===== config.mk =====
export PLATFORM = sky130hd
export DESIGN_NAME = uart_rx_frame_timer_flat
export DESIGN_NICKNAME = d
export VERILOG_FILES = /design/src/rtl/uart_rx_frame_timer_pkg.sv /design/src/rtl/uart_rx_frame_timer_if.sv /design/src/rtl/uart_rx_frame_timer_cfg_shadow.sv /design/src/rtl/uart_rx_frame_timer.sv /design/src/flat_wrapper.sv
export SDC_FILE = /design/constraint.sdc
export NUM_CORES = 1
export LEC_CHECK = 0
export BUFFER_PORTS_ARGS = -buffer_cell sky130_fd_sc_hd__buf_2
export CAP_MARGIN = 20
export CORE_ASPECT_RATIO = 0.5
export CORE_MARGIN = 1.5
export CORE_UTILIZATION = 58
export CTS_BUF_LIST = sky130_fd_sc_hd__clkbuf_8
export CTS_CLUSTER_DIAMETER = 120
export CTS_CLUSTER_SIZE = 8
export DETAILED_ROUTE_END_ITERATION = 8
export HOLD_SLACK_MARGIN = 0.08
export PLACE_DENSITY = 0.84
export RECOVER_POWER = 50
export SLEW_MARGIN = 20
export SYNTH_ARGS = -nofsm -noshare
export SYNTH_HDL_FRONTEND = slang
export SYNTH_SLANG_ARGS = --single-unit

===== constraint.sdc =====
create_clock -name clk -period 2.7 [get_ports clk]
set_clock_uncertainty 0.05 [all_clocks]
set_input_delay 0.27 -clock clk [delete_from_list [all_inputs] [get_ports clk]]
set_output_delay 0.27 -clock clk [all_outputs]
set_load 0.02 [all_outputs]

===== src/rtl/uart_rx_frame_timer_pkg.sv =====
// Shared constants and frame-length helper for the UART RX timing engine.
package uart_rx_pkg;

    localparam int MIN_PRESCALE   = 4;
    localparam int FRAME_BITS_MAX = 12;
    localparam int DATA_LEN_MIN   = 5;
    localparam int DATA_LEN_MAX   = 8;

    // start + data + optional parity + one or two stop bits
    function automatic int frame_bits(input logic [3:0] data_len,
                                      input logic       par_en,
                                      input logic       stop2);
        return 1 + int'(data_len) + int'(par_en) + (stop2 ? 2 : 1);
    endfunction

endpackage


===== src/rtl/uart_rx_frame_timer_if.sv =====
// Control/config inputs and timing outputs exchanged between the RX FSM and the frame timer.
interface uart_rx_frame_timer_if #(
    parameter int PRESCALE_W = 6,
    parameter int BIT_CNT_W  = 4
);
    logic                  en;
    logic [PRESCALE_W-1:0] prescale;
    logic [3:0]            data_len;
    logic                  par_en;
    logic                  stop2;
    logic [PRESCALE_W-1:0] edge_cnt;
    logic [BIT_CNT_W-1:0]  bit_cnt;
    logic                  sample_stb;
    logic                  sample_last;
    logic                  bit_done;
    logic                  frame_done;
    logic                  cfg_err;

    modport master (
        output en, prescale, data_len, par_en, stop2,
        input  edge_cnt, bit_cnt, sample_stb, sample_last, bit_done, frame_done, cfg_err
    );

    modport slave (
        input  en, prescale, data_len, par_en, stop2,
        output edge_cnt, bit_cnt, sample_stb, sample_last, bit_done, frame_done, cfg_err
    );
endinterface


===== src/rtl/uart_rx_frame_timer_cfg_shadow.sv =====
// Shadow copy of the frame configuration, tracking inputs while idle and frozen while counting.
module uart_rx_cfg_shadow #(
    parameter int PRESCALE_W   = 6,
    parameter int MIN_PRESCALE = uart_rx_pkg::MIN_PRESCALE
) (
    input  logic                  clk,
    input  logic                  rst,
    input  logic                  i_en,
    input  logic [PRESCALE_W-1:0] i_prescale,
    input  logic [3:0]            i_data_len,
    input  logic                  i_par_en,
    input  logic                  i_stop2,
    output logic [PRESCALE_W-1:0] o_prescale,
    output logic [3:0]            o_data_len,
    output logic                  o_par_en,
    output logic                  o_stop2,
    output logic                  o_cfg_err
);
    import uart_rx_pkg::*;

    logic [PRESCALE_W-1:0] r_prescale;
    logic [3:0]            r_data_len;
    logic                  r_par_en;
    logic                  r_stop2;
    logic                  r_cfg_err;
    logic                  w_cfg_err_next;

    // Judged on the value being captured so the error flag always matches the shadow contents.
    assign w_cfg_err_next = (i_prescale < PRESCALE_W'(MIN_PRESCALE))
                          | (i_data_len < 4'(DATA_LEN_MIN))
                          | (i_data_len > 4'(DATA_LEN_MAX));

    always_ff @(posedge clk or negedge rst) begin
        if (!rst) begin
            r_prescale <= '0;
            r_data_len <= '0;
            r_par_en   <= 1'b0;
            r_stop2    <= 1'b0;
            r_cfg_err  <= 1'b1;
        end else if (!i_en) begin
            r_prescale <= i_prescale;
            r_data_len <= i_data_len;
            r_par_en   <= i_par_en;
            r_stop2    <= i_stop2;
            r_cfg_err  <= w_cfg_err_next;
        end
    end

    assign o_prescale = r_prescale;
    assign o_data_len = r_data_len;
    assign o_par_en   = r_par_en;
    assign o_stop2    = r_stop2;
    assign o_cfg_err  = r_cfg_err;

endmodule


===== src/rtl/uart_rx_frame_timer.sv =====
// Edge and bit counters for the UART RX path with mid-bit sample, bit-done and frame-done decodes.
module uart_rx_frame_timer #(
    parameter int PRESCALE_W   = 6,
    parameter int BIT_CNT_W    = 4,
    parameter int MIN_PRESCALE = uart_rx_pkg::MIN_PRESCALE
) (
    input  logic                  clk,
    input  logic                  rst,
    uart_rx_frame_timer_if.slave  bus
);
    import uart_rx_pkg::*;

    logic [PRESCALE_W-1:0] w_s_prescale;
    logic [3:0]            w_s_data_len;
    logic                  w_s_par_en;
    logic                  w_s_stop2;
    logic                  w_cfg_err;

    logic [PRESCALE_W-1:0] r_edge_cnt;
    logic [BIT_CNT_W-1:0]  r_bit_cnt;

    logic                  w_run;
    logic [PRESCALE_W-1:0] w_mid;
    logic [BIT_CNT_W-1:0]  w_frame_last;
    logic                  w_edge_last;
    logic                  w_bit_last;

    uart_rx_cfg_shadow #(
        .PRESCALE_W   (PRESCALE_W),
        .MIN_PRESCALE (MIN_PRESCALE)
    ) u_cfg_shadow (
        .clk        (clk),
        .rst        (rst),
        .i_en       (bus.en),
        .i_prescale (bus.prescale),
        .i_data_len (bus.data_len),
        .i_par_en   (bus.par_en),
        .i_stop2    (bus.stop2),
        .o_prescale (w_s_prescale),
        .o_data_len (w_s_data_len),
        .o_par_en   (w_s_par_en),
        .o_stop2    (w_s_stop2),
        .o_cfg_err  (w_cfg_err)
    );

    assign w_run        = bus.en & ~w_cfg_err;
    assign w_mid        = w_s_prescale >> 1;
    assign w_frame_last = BIT_CNT_W'(frame_bits(w_s_data_len, w_s_par_en, w_s_stop2) - 1);
    assign w_edge_last  = (r_edge_cnt == w_s_prescale);
    assign w_bit_last   = (r_bit_cnt == w_frame_last);

    always_ff @(posedge clk or negedge rst) begin
        if (!rst) begin
            r_edge_cnt <= PRESCALE_W'(1);
            r_bit_cnt  <= '0;
        end else if (!bus.en) begin
            r_edge_cnt <= PRESCALE_W'(1);
            r_bit_cnt  <= '0;
        end else if (!w_cfg_err) begin
            if (w_edge_last) begin
                r_edge_cnt <= PRESCALE_W'(1);
                r_bit_cnt  <= w_bit_last ? '0 : r_bit_cnt + BIT_CNT_W'(1);
            end else begin
                r_edge_cnt <= r_edge_cnt + PRESCALE_W'(1);
            end
        end
    end

    // With prescale >= MIN_PRESCALE the mid-1..mid+1 window never reaches the last edge.
    assign bus.sample_stb  = w_run & ((r_edge_cnt == w_mid - PRESCALE_W'(1))
                                    | (r_edge_cnt == w_mid)
                                    | (r_edge_cnt == w_mid + PRESCALE_W'(1)));
    assign bus.sample_last = w_run & (r_edge_cnt == w_mid + PRESCALE_W'(1));
    assign bus.bit_done    = w_run & w_edge_last;
    assign bus.frame_done  = w_run & w_edge_last & w_bit_last;

    assign bus.edge_cnt    = r_edge_cnt;
    assign bus.bit_cnt     = r_bit_cnt;
    assign bus.cfg_err     = w_cfg_err;

endmodule

===== src/flat_wrapper.sv =====
// flat-port wrapper written by rule: the top's interface ports become plain ports
module uart_rx_frame_timer_flat import uart_rx_pkg::*;
#(
    parameter int PRESCALE_W   = 6,
    parameter int BIT_CNT_W    = 4,
    parameter int MIN_PRESCALE = uart_rx_pkg::MIN_PRESCALE
)
  (clk, rst, bus_en, bus_prescale, bus_data_len, bus_par_en, bus_stop2, bus_edge_cnt, bus_bit_cnt, bus_sample_stb, bus_sample_last, bus_bit_done, bus_frame_done, bus_cfg_err);
  uart_rx_frame_timer_if #(.PRESCALE_W(PRESCALE_W), .BIT_CNT_W(BIT_CNT_W)) bus_i ();
  input  logic clk;
  input  logic rst;
  input wire logic [$bits(bus_i.en)-1:0] bus_en;
  input wire logic [$bits(bus_i.prescale)-1:0] bus_prescale;
  input wire logic [$bits(bus_i.data_len)-1:0] bus_data_len;
  input wire logic [$bits(bus_i.par_en)-1:0] bus_par_en;
  input wire logic [$bits(bus_i.stop2)-1:0] bus_stop2;
  output wire logic [$bits(bus_i.edge_cnt)-1:0] bus_edge_cnt;
  output wire logic [$bits(bus_i.bit_cnt)-1:0] bus_bit_cnt;
  output wire logic [$bits(bus_i.sample_stb)-1:0] bus_sample_stb;
  output wire logic [$bits(bus_i.sample_last)-1:0] bus_sample_last;
  output wire logic [$bits(bus_i.bit_done)-1:0] bus_bit_done;
  output wire logic [$bits(bus_i.frame_done)-1:0] bus_frame_done;
  output wire logic [$bits(bus_i.cfg_err)-1:0] bus_cfg_err;
  assign bus_i.en = bus_en;
  assign bus_i.prescale = bus_prescale;
  assign bus_i.data_len = bus_data_len;
  assign bus_i.par_en = bus_par_en;
  assign bus_i.stop2 = bus_stop2;
  assign bus_edge_cnt = bus_i.edge_cnt;
  assign bus_bit_cnt = bus_i.bit_cnt;
  assign bus_sample_stb = bus_i.sample_stb;
  assign bus_sample_last = bus_i.sample_last;
  assign bus_bit_done = bus_i.bit_done;
  assign bus_frame_done = bus_i.frame_done;
  assign bus_cfg_err = bus_i.cfg_err;
  uart_rx_frame_timer #(.PRESCALE_W(PRESCALE_W), .BIT_CNT_W(BIT_CNT_W), .MIN_PRESCALE(MIN_PRESCALE)) u_core (.clk(clk), .rst(rst), .bus(bus_i));
endmodule

==> results.md <==
Run status:
- The run finished, with violations left.
- The final reports fail on negative setup slack.

GRT:
- The first global-routing pass estimated 5.94 mm of wire.
- Global routing used 24.9% of the available tracks across all layers.
- Summed over all layers, the global routing overflow is 0.
- The via count of the first global-routing pass was 1,231.
- The pin count of the biggest net entering global routing is 24.
- The initial antenna violation count is 0.

Power:
- The net switching component of the power is 316 uW.
- The largest vdd supply drop is 0.290 mV.
- The share of total power dissipated in sequential elements is 47.2%.
- Internal power comes to 614 uW.
- The proportion of power drawn by combinational gates is 29.6%.
- The power per standard cell area is 488 mW/mm^2.
- The clock group share of total power is 23.2%.
- Summed over all cells, the static leakage comes to 0.827 nW.
- In this run switching power makes up 34.0% of total power.

Setup path:
- Data on the critical path arrives at its endpoint at 2460 ps.
- Along the worst path, the maximum fanout reaches 2.
- STA classifies the critical path endpoint as a primary output.
- The type of element launching the critical path is a flip-flop.
- For the worst setup path, the data required time is 2380 ps.
- The kind of critical path is reg -> out.

Die:
- Row generation in the floorplan step produced 13 rows.
- The floorplan step set the die height to 41.0 um.
- The core region is 0.00267 sq mm.
- Once the floorplan was initialized, standard cells occupied 62.7% of the core.
- Pin placement for this block handled 30 I/O pins.
- The overall die width is 79.0 um.
- The floorplan step defined a die boundary enclosing 0.00323 sq mm.

Timing:
- Setup repair after global routing could not meet its margin everywhere.
- Timing would allow up to 0.360 GHz.
- Subtracting the final worst setup slack from the clock period gives 2780 ps.
- Of the available clock period, the critical path in the final layout requires 103%.
- The worst setup margin is -78.6 ps.
- At the pin with the least slew margin, the transition time is 1240 ps.
- The total count of hold-check failures in the final report is 0.
- Headroom to the max-slew limit came out at 17.5%.
- The max-slew violation total from the final report is 0.
- The setup-violating endpoint count in the final report is 1.

Clock tree:
- The clock tree buffer depth is 2.
- The number of levels in the clock H-tree is 1.
- The tree is rooted in a sky130_fd_sc_hd__clkbuf_8.
- The total clock sinks is 23.
- The clock transition time at the flip-flop clock pins of the worst setup and hold paths is 80 ps.
- The clock latency of the later-clocked register in the worst-skew pair is 270 ps.
- The CTS tree is done.
- The number of buffers added by the clock tree synthesis step is 3.

Placement:
- The final weighted congestion of routability-driven global placement is 0.819.
- The count of buffers added on input and output ports is 29.
- The number of placed instances, taps included, is 232.
- The worst setup slack before clock tree synthesis is 130 ps.
- The detailed placement HPWL is 2.46 mm.

Synth:
- The mean instance size in the synthesized netlist is 9.40 sq um.
- Sequential elements use 34.6% of the synthesized area.
- Counting every net in the synthesized netlist gives 200.
- The cell taking the most area after synthesis is sky130_fd_sc_hd__dfrtp_1.
- In this run, synthesis produced a sequential element count of 23.
- The number of library cell types mapped by synthesis is 44.
- After synthesis, the cell types taking the most area are sky130_fd_sc_hd__dfrtp_1 31%, sky130_fd_sc_hd__mux2_2 10%, sky130_fd_sc_hd__xor2_1 6.8%, sky130_fd_sc_hd__ha_1 3.7%, sky130_fd_sc_hd__xnor2_1 3.7%.
- The predominant post-synthesis flop cell is sky130_fd_sc_hd__dfrtp_1.
- The number of standard cells after synthesis is 178.
- In the synthesized netlist the async set-or-reset flop fraction comes to 100%.
- The cell area that synthesis handed to floorplanning was 0.00167 sq mm.
- Of the post-synthesis cell area, the dominant cell type holds 31.4%.
- For this run, the number of Yosys warnings is 0.
- The synthesized design contains 0 enable-type register cells.

Worst hold path:
- In this run the worst hold path is classified as in -> reg.

Cells and area:
- The final layout contains 226 nets.
- Relative to the synthesized area, the layout overhead comes to 13.8%.
- The filler-free cell count of the finished design is 240.
- The fraction of final layout cells sized beyond drive strength 1 is 29.6%.
- 0 antenna diodes ended up in the layout.

Drt:
- The detail route stage leaves a number of antenna-violating nets equal to 0.
- The first detailed-routing pass ran for 4 iterations.
- The count of unresolved DRC violations after routing is 0.
- Detailed routing inserted a total of 1,436 vias.
- The number of vias per cell is 5.98.
- After detailed routing, the total wire length is 3.62 mm.
- The detailed router finished its first iteration with 87 violations.
- Dividing the detail-routed wire length by the instance count gives 15.1 um.

Run:
- The number of max-capacitance violations reported is 0.
final timing paths:
kind / slack (ps) / cells past startpoint / start / end
max: -80 / 9 / u_core.u_cfg_shadow.o_stop2 / bus_frame_done
min: 180 / 2 / bus_prescale[0] / u_core.u_cfg_shadow.o_prescale[0]
max reg2reg: 70 / 10 / u_core.u_cfg_shadow.o_data_len[0] / u_core.bus.bit_cnt[1]
min reg2reg: 480 / 1 / u_core.u_cfg_shadow.o_data_len[3] / u_core.u_cfg_shadow.o_data_len[3]
max in group asynchronous: 1140 / 2 / rst / u_core.u_cfg_shadow.o_data_len[0]
min in group asynchronous: 730 / 2 / rst / u_core.u_cfg_shadow.o_data_len[2]
through the flow:
| step | cell area (sq um) | util [%] | setup TNS (ps) | hold WS (ps) | power, mW |
|---|---|---|---|---|---|
| global placement | 1810 | 67.7 | 0 | 217 | 0.681 |
| finish | 1900 | 71.4 | -78.6 | 180 | 0.930 |
| CTS | 1880 | 70.6 | -102 | 175 | 0.921 |
| global route | 1900 | 71.4 | -253 | 176 | 0.986 |
| floorplan | 1670 | - | 0 | -75.6 | 0.622 |
| detailed placement | 1810 | 67.7 | 0 | 227 | 0.692 |
timing repair:
item	in CTS	in global routing
gates resized for setup	6	1
buffers inserted	1	2
pin swaps	4	3
cloned	0	0
endpoints found under the hold margin	21	0
endpoints found under the setup margin	1	1
hold buffers	1	0
power groups by stage:
stage               Combinational, mW  Clock (mW)  Sequential, mW
floorplan                       0.193           0           0.429
global placement                0.241           0           0.439
detailed placement              0.249           0           0.442
CTS                             0.266       0.218           0.436
global route                    0.304       0.238           0.443
finish                          0.275       0.216           0.439
cell usage after synthesis, drive strengths merged, types with 3 or more instances:
library cell	n
xor2	13
nand2	16
a21oi	10
nor2	11
clkbuf	9
a31oi	3
mux2	15
o21ai	3
nand3b	7
nor3	3
inv	5
dfrtp	21
nand3	10
ha	5
nand2b	4
buf	4
xnor2	7
layout make-up:
class                      count  area [sq um]
clock buffer                   3          41.3
inverter                       6          22.5
tap                           37          46.3
timing repair buffer          34           189
multi-input combinational    136          1020
clock inverter                 1          3.75
fill                         209           763
sequential                    23           578
registers in the layout, summed over array words and instances, names as in the netlist:
register / flops
u_core.bus.bit_cnt: 4
u_core.u_cfg_shadow.o_par_en: 1
u_core.bus.edge_cnt: 6
u_core.u_cfg_shadow.o_prescale: 6
u_core.u_cfg_shadow.o_stop2: 1
u_core.u_cfg_shadow.o_data_len: 4
u_core.u_cfg_shadow.o_cfg_err: 1
metal layers:
layer / share of wire, % / up-vias / wire (um) / GRT usage [%]
li1: - / 674 / - / -
met1: 44 / 673 / 1600 / 31.6
met2: 47 / 82 / 1700 / 45.7
met3: 7.8 / 7 / 284 / 5.33
met4: 0.94 / 0 / 34 / 6.14
met5: 0 / - / 0 / 0
cell families (layout without fill, tap and decap cells):
kind of cell	Yosys count	in the layout	share of synthesized area, %
muxes	15	15	10.1
and+or+nand+nor	69	69	23.7
AOI/OAI and AO/OA	25	25	9.80
adders and majority gates	7	7	6.13
buffers and inverters	19	44	5.23
DFF	23	23	34.6
xor gates and xnor gates	20	20	10.5
worst max-delay path, cell delays in order (launching register included):
cell	delay, ps
sky130_fd_sc_hd__dfrtp_1	400
sky130_fd_sc_hd__inv_2	80
sky130_fd_sc_hd__fa_2	220
sky130_fd_sc_hd__inv_2	50
sky130_fd_sc_hd__fa_1	550
sky130_fd_sc_hd__xor2_1	190
sky130_fd_sc_hd__nand2_1	100
sky130_fd_sc_hd__nor4b_2	290
sky130_fd_sc_hd__and2_1	190
sky130_fd_sc_hd__buf_6	120
cell usage in the layout (no fill, tap or decap), drive strengths merged, types with 3 or more instances in the layout:
| cell type | count |
|---|---|
| buf | 31 |
| dfrtp | 21 |
| nand2 | 16 |
| mux2 | 15 |
| xor2 | 13 |
| nor2 | 11 |
| nand3 | 10 |
| a21oi | 10 |
| nand3b | 7 |
| xnor2 | 7 |
| inv | 6 |
| ha | 5 |
| clkbuf | 5 |
| nand2b | 4 |
| nor3 | 3 |
| a31oi | 3 |
| o21ai | 3 |
Power figures use the tool's default switching activity.
